### src/rtl/compander_scheduler_pkg.sv
// Shared definitions for the compander scheduler: FSM encoding, code width
// and the bit-width helper used to size tags, pointers and counters.
package compander_scheduler_pkg;

  typedef enum logic [1:0] {
    ST_RUN   = 2'd0,
    ST_DRAIN = 2'd1,
    ST_DONE  = 2'd2
  } sched_state_e;

  localparam int CODE_W = 9;

  // Number of bits needed to represent value (log2(7) = 3, log2(8) = 4).
  function automatic int log2(input int value);
    int v;
    int n;
    v = value;
    n = 0;
    while (v > 0) begin
      v = v >> 1;
      n = n + 1;
    end
    return n;
  endfunction

endpackage

### src/rtl/compander_scheduler_result_fifo.sv
// Show-ahead result FIFO holding {tag, code} pairs returned by the compander.
// Writes into a full FIFO are dropped; the parent flags that as overflow.
module compander_scheduler_result_fifo
  import compander_scheduler_pkg::*;
#(
  parameter int DEPTH = 16,
  parameter int WIDTH = 11
) (
  input  logic             clk,
  input  logic             rst,
  input  logic             i_wr,
  input  logic [WIDTH-1:0] i_wdata,
  input  logic             i_rd,
  output logic [WIDTH-1:0] o_rdata,
  output logic             o_full,
  output logic             o_empty
);

  localparam int AW = log2(DEPTH - 1);
  localparam int CW = log2(DEPTH);

  logic [WIDTH-1:0] r_mem [DEPTH];
  logic [AW-1:0]    r_wptr;
  logic [AW-1:0]    r_rptr;
  logic [CW-1:0]    r_count;
  logic             w_wr;
  logic             w_rd;

  assign w_wr    = i_wr && !o_full;
  assign w_rd    = i_rd && !o_empty;
  assign o_full  = (r_count == CW'(DEPTH));
  assign o_empty = (r_count == '0);
  assign o_rdata = r_mem[r_rptr];

  // Storage needs no reset: it is only observed while the FIFO is non-empty.
  always_ff @(posedge clk) begin
    if (w_wr) begin
      r_mem[r_wptr] <= i_wdata;
    end
  end

  always_ff @(posedge clk or posedge rst) begin
    if (rst) begin
      r_wptr  <= '0;
      r_rptr  <= '0;
      r_count <= '0;
    end else begin
      if (w_wr) begin
        r_wptr <= r_wptr + AW'(1);
      end
      if (w_rd) begin
        r_rptr <= r_rptr + AW'(1);
      end
      case ({w_wr, w_rd})
        2'b10:   r_count <= r_count + CW'(1);
        2'b01:   r_count <= r_count - CW'(1);
        default: r_count <= r_count;
      endcase
    end
  end

endmodule

### src/rtl/compander_scheduler.sv
// Round-robin, credit-gated scheduler sharing one compander pipeline among
// N_REQ requesters, with a tagged result FIFO and a flush/drain sequence.
module compander_scheduler
  import compander_scheduler_pkg::*;
#(
  parameter int FP_SIZE = 32,
  parameter int N_PATCH = 1024,
  parameter int PW      = log2(N_PATCH - 1),
  parameter int N_REQ   = 4,
  parameter int TW      = log2(N_REQ - 1),
  parameter int CREDITS = 16
) (
  input  logic                     CLK,
  input  logic                     RESET,
  input  logic [N_REQ-1:0]         req_valid,
  input  logic [N_REQ*PW-1:0]      req_patch,
  input  logic [N_REQ*FP_SIZE-1:0] req_wtsum,
  output logic [N_REQ-1:0]         req_ready,
  output logic                     dp_valid,
  output logic [PW-1:0]            dp_patch,
  output logic [FP_SIZE-1:0]       dp_wtsum,
  output logic [TW-1:0]            dp_tag,
  input  logic                     res_valid,
  input  logic [TW-1:0]            res_tag,
  input  logic [CODE_W-1:0]        res_code,
  output logic                     out_valid,
  output logic [TW-1:0]            out_tag,
  output logic [CODE_W-1:0]        out_code,
  input  logic                     out_ready,
  input  logic                     flush,
  output logic                     flush_done,
  output logic                     overflow
);

  localparam int CW = log2(CREDITS);
  localparam int FW = TW + CODE_W;

  sched_state_e       r_state;
  logic               r_flush_done;
  logic [TW-1:0]      r_rr_ptr;
  logic [CW-1:0]      r_credit;
  logic               r_dp_valid;
  logic [PW-1:0]      r_dp_patch;
  logic [FP_SIZE-1:0] r_dp_wtsum;
  logic [TW-1:0]      r_dp_tag;
  logic               r_overflow;

  logic [N_REQ-1:0]   w_grant;
  logic               w_grant_any;
  logic [TW-1:0]      w_grant_idx;
  logic [TW-1:0]      w_cand;
  logic               w_hit;
  logic               w_pop;
  logic [FW-1:0]      w_head;
  logic               w_full;
  logic               w_empty;

  // Grant is gated by reset so req_ready drops the moment RESET rises.
  always_comb begin
    w_grant     = '0;
    w_grant_any = 1'b0;
    w_grant_idx = '0;
    w_cand      = '0;
    w_hit       = 1'b0;
    if (!RESET && (r_state == ST_RUN) && (r_credit != '0)) begin
      for (int k = 1; k <= N_REQ; k++) begin
        w_cand      = TW'((int'(r_rr_ptr) + k) % N_REQ);
        w_hit       = !w_grant_any && req_valid[w_cand];
        w_grant_idx = w_hit ? w_cand : w_grant_idx;
        w_grant_any = w_grant_any | w_hit;
      end
      w_grant[w_grant_idx] = w_grant_any;
    end else begin
      w_grant = '0;
    end
  end

  assign w_pop = !w_empty && out_ready;

  compander_scheduler_result_fifo #(
    .DEPTH (CREDITS),
    .WIDTH (FW)
  ) u_result_fifo (
    .clk     (CLK),
    .rst     (RESET),
    .i_wr    (res_valid),
    .i_wdata ({res_tag, res_code}),
    .i_rd    (w_pop),
    .o_rdata (w_head),
    .o_full  (w_full),
    .o_empty (w_empty)
  );

  // Credits track samples granted but not yet popped by the consumer.
  always_ff @(posedge CLK or posedge RESET) begin
    if (RESET) begin
      r_credit <= CW'(CREDITS);
      r_rr_ptr <= TW'(N_REQ - 1);
    end else begin
      if (w_grant_any) begin
        r_rr_ptr <= w_grant_idx;
      end
      case ({w_grant_any, w_pop})
        2'b10:   r_credit <= r_credit - CW'(1);
        2'b01:   r_credit <= (r_credit == CW'(CREDITS)) ? r_credit : r_credit + CW'(1);
        default: r_credit <= r_credit;
      endcase
    end
  end

  always_ff @(posedge CLK or posedge RESET) begin
    if (RESET) begin
      r_dp_valid <= 1'b0;
      r_dp_patch <= '0;
      r_dp_wtsum <= '0;
      r_dp_tag   <= '0;
      r_overflow <= 1'b0;
    end else begin
      r_dp_valid <= w_grant_any;
      if (w_grant_any) begin
        r_dp_patch <= req_patch[w_grant_idx*PW +: PW];
        r_dp_wtsum <= req_wtsum[w_grant_idx*FP_SIZE +: FP_SIZE];
        r_dp_tag   <= w_grant_idx;
      end
      if (res_valid && w_full) begin
        r_overflow <= 1'b1;
      end
    end
  end

  always_ff @(posedge CLK or posedge RESET) begin
    if (RESET) begin
      r_state      <= ST_RUN;
      r_flush_done <= 1'b0;
    end else begin
      case (r_state)
        ST_RUN: begin
          if (flush) begin
            r_state <= ST_DRAIN;
          end
        end
        ST_DRAIN: begin
          if ((r_credit == CW'(CREDITS)) && w_empty) begin
            r_state      <= ST_DONE;
            r_flush_done <= 1'b1;
          end
        end
        ST_DONE: begin
          if (!flush) begin
            r_state      <= ST_RUN;
            r_flush_done <= 1'b0;
          end
        end
        default: begin
          r_state      <= ST_RUN;
          r_flush_done <= 1'b0;
        end
      endcase
    end
  end

  assign req_ready  = w_grant;
  assign dp_valid   = r_dp_valid;
  assign dp_patch   = r_dp_patch;
  assign dp_wtsum   = r_dp_wtsum;
  assign dp_tag     = r_dp_tag;
  assign out_valid  = !w_empty;
  assign out_tag    = w_empty ? '0 : w_head[FW-1:CODE_W];
  assign out_code   = w_empty ? '0 : w_head[CODE_W-1:0];
  assign flush_done = r_flush_done;
  assign overflow   = r_overflow;

endmodule

### config.mk
export PLATFORM = sky130hd
export DESIGN_NAME = compander_scheduler
export DESIGN_NICKNAME = d
export VERILOG_FILES = /design/src/rtl/compander_scheduler_pkg.sv /design/src/rtl/compander_scheduler_result_fifo.sv /design/src/rtl/compander_scheduler.sv
export SDC_FILE = /design/constraint.sdc
export NUM_CORES = 1
export LEC_CHECK = 0
export ABC_AREA = 1
export CAP_MARGIN = 20
export CELL_PAD_IN_SITES_DETAIL_PLACEMENT = 1
export CELL_PAD_IN_SITES_GLOBAL_PLACEMENT = 1
export CORE_MARGIN = 2
export CORE_UTILIZATION = 42
export DETAILED_ROUTE_END_ITERATION = 8
export GPL_TIMING_DRIVEN = 0
export HOLD_SLACK_MARGIN = 0.02
export PLACE_DENSITY = 0.95
export SLEW_MARGIN = 20
export SYNTH_ARGS = -nofsm -noshare
export SYNTH_HDL_FRONTEND = slang
export SYNTH_SLANG_ARGS = --single-unit
export TNS_END_PERCENT = 1
### constraint.sdc
create_clock -name CLK -period 10.85 [get_ports CLK]
set_clock_uncertainty 0.05 [all_clocks]
set_input_delay 1.6275 -clock CLK [delete_from_list [all_inputs] [get_ports CLK]]
set_output_delay 1.6275 -clock CLK [all_outputs]
set_load 0.05 [all_outputs]
==> impl_metrics.tcl <==
set metrics [dict create \
    status "completed" \
    worstSetupEndpointType "output pin" \
    cts_root_buf "clkbuf_16" \
    finalWirelength_mm 51.7 \
    synth_seq_cells 245 \
    io_buffers 250 \
    max_freq_mhz 152 \
    yosys.area.top_type_share_pct 42.8 \
    avgSynthCellArea_um2 8.83 \
    nets 1881 \
    min_to "overflow" \
    r2r_cells 20 \
    ys_seq_area_share_pct 56.8 \
    cap_violations 0 \
    routed_via_density 5.86 \
    ys_types 34 \
    powerDensity_nw_per_um2 283 \
    routabilityCongestion 0.925 \
    yosys_warnings 0 \
    grt_pass1_vias 13274 \
    r2r_slack_ns 7.23 \
    cts_resized 0 \
    drt_iter0_drc 1215 \
    fin_crit_sh_pct 60.7 \
    ctsHoldBuffers 0 \
    period_needed_ns 6.58 \
    syn2layout_area_growth_pct 31.8 \
    grt_max_degree 37 \
    clkSinkCount 245 \
    clkTransAtPathRegs_ns 0.06 \
    synthTopCellsByArea "edfxtp_1, dfrtp_1, nand2_1, nand3_1, inv_1" \
    drive_above_1_share_pct 7.24 \
    slew-limit-headroom_pct 23.9 \
    reg2reg_to "r_credit[4]" \
    hold_path.class "reg2reg" \
    grt_first_pass_wirelength_mm 77.7 \
    htree_levels 1 \
    die_w_um 176 \
    setup_ws_ns 4.27 \
    r2r_start "r_rr_ptr[0]" \
    p_leak_nw 7.07 \
    cts_buffers 26 \
    finalHoldViolCount 0 \
    slew_viol_final 0 \
    rsz0062_at_grt "false" \
    clockBufferDepth 3 \
    cts_tree "built" \
    post_cts_buffers 0 \
    coreArea_um2 28900 \
    critPathMaxFanout 36 \
    die_area_um2 30800 \
    synthCells 1399 \
    grt-ovfl-total 0 \
    ys.flop_type "edfxtp_1" \
    whs_ns 0.428 \
    fp.dieH_um 176 \
    antenna_found_initial 6 \
    wl_per_cell_um 24.8 \
    path_class "in2out" \
    peakVddDrop_v 0.000149 \
    worstPathArrival_ns 4.91 \
    core.rowCount 62 \
    crit_required_ns 9.17 \
    yosysTopAreaCell "edfxtp_1" \
    cp-start-kind "primary input" \
    initial_core_util_pct 42.8 \
    dp_hpwl_mm 35.3 \
    ant_nets 0 \
    hold_start "overflow" \
    clock_latency_ns 0.55 \
    dr.pass1.iters 8 \
    ios 251 \
    worstMarginPinSlew_ns 1.14 \
    tns_ns 0 \
    pre_cts_ws_ns 4.37 \
    netlist_area_um2 12400 \
    grtUsageTotal_pct 33.5 \
    vias 12240 \
    synth-edff-count 176 \
    min_path_cells 1 \
    syn_nets 1601 \
    async_reset_ff_share_pct 28.2 \
    setup_violations 0 \
    drc 0 \
]
==> per-layer routing <==
layer | share of wire (%) | GRT usage, % | vias to the layer above
met5 | 0 | 0 | -
met4 | 6.3 | 19.2 | 0
met3 | 9.3 | 8.10 | 218
met2 | 48 | 56.4 | 800
met1 | 37 | 39.1 | 6051
li1 | - | - | 5171
==> cell families (layout without fill, tap and decap cells) <==
family	count (synthesis)	in the layout	synth area share (%)
xor+xnor	11	11	0.780
simple gates	686	686	23.4
buf+inv	274	574	9.52
flops	245	245	56.8
fa+ha+maj	14	14	1.54
other cells	0	6	0
compound gates	169	169	8.02
==> cells in the final DEF (no fill, tap or decap), types with 27 or more instances in the layout <==
master,n
buf_2,27
clkbuf_1,38
clkdlybuf4s50_1,250
dfrtp_1,66
edfxtp_1,176
inv_1,183
nand2_1,334
nand3_1,186
nor2_1,133
o21ai_0,105
o221ai_1,32
==> stage by stage <==
stage | power, W | utilization, % | instance area, um^2 | instances
after detailed placement | 0.00358 | 53.3 | 15400 | 2035
after global routing | 0.00478 | 56.4 | 16300 | 2089
after global placement | 0.00345 | 53.1 | 15300 | 2033
final | 0.00462 | 56.4 | 16300 | 2089
after CTS | 0.00455 | 56.3 | 16300 | 2083
after floorplan | 0.00269 | - | 12400 | 1399
==> worst max-delay path by stage <==
stage	to	slack (ns)	startpoint	cells after the start
after global routing	req_ready[2]	4.11	RESET	12
final	req_ready[2]	4.27	RESET	12
after floorplan	req_ready[0]	4.53	RESET	9
after detailed placement	req_ready[2]	4.37	RESET	12
after global placement	req_ready[0]	2.79	RESET	11
after CTS	req_ready[2]	4.28	RESET	12
==> registers in the layout, summed over array words and instances, names as in the netlist <==
signal                 flops
dp_tag                     2
flush_done                 1
r_state                    2
dp_patch                  10
u_result_fifo.r_rptr       4
u_result_fifo.r_count      5
r_rr_ptr                   2
dp_valid                   1
u_result_fifo.r_wptr       4
r_credit                   5
u_result_fifo.r_mem      176
overflow                   1
dp_wtsum                  32
==> critical path: stages <==
cell             delay, ns
clkdlybuf4s50_1       0.45
inv_4                 0.39
buf_12                0.30
o211ai_1              0.13
inv_1                 0.13
nand2_1               0.17
inv_2                 0.19
buf_6                 0.19
buf_6                 0.17
nand3_1               0.15
nor2_1                0.14
clkdlybuf4s50_1       0.83
==> synth_stat cells, types with 4 or more instances <==
master    instances
nand3_1         186
o221ai_1         32
clkbuf_1         35
nand2_2           4
o21ai_0         105
inv_1           184
xor2_1           10
inv_2             6
o22ai_1          12
nand2_1         334
nand3b_1          8
edfxtp_1        176
nor2_1          147
buf_2            27
buf_6            12
a21oi_1          17
ha_1             12
buf_4             6
dfrtp_1          66
==> power breakdown <==
group	total (W)	switching, W	leakage, nW	internal, W
clock	0.000922	0.000387	0.431	0.000535
sequential	0.00132	0.000127	2.43	0.00120
combinational	0.00237	0.00169	4.21	0.000683
total	0.00462	0.00220	7.07	0.00241
==> final cells by class <==
| class | count | area [um^2] |
|---|---|---|
| Inverter | 193 | 728 |
| Buffer | 81 | 450 |
| Multi-Input combinational cell | 880 | 4200 |
| Tap cell | 384 | 480 |
| Antenna cell | 6 | 15.0 |
| Sequential cell | 245 | 7020 |
| Timing Repair Buffer | 252 | 2530 |
| Fill cell | 3336 | 12600 |
| Clock buffer | 29 | 662 |
| Clock inverter | 19 | 204 |
Note: power is estimated with default switching activity, not from simulation.
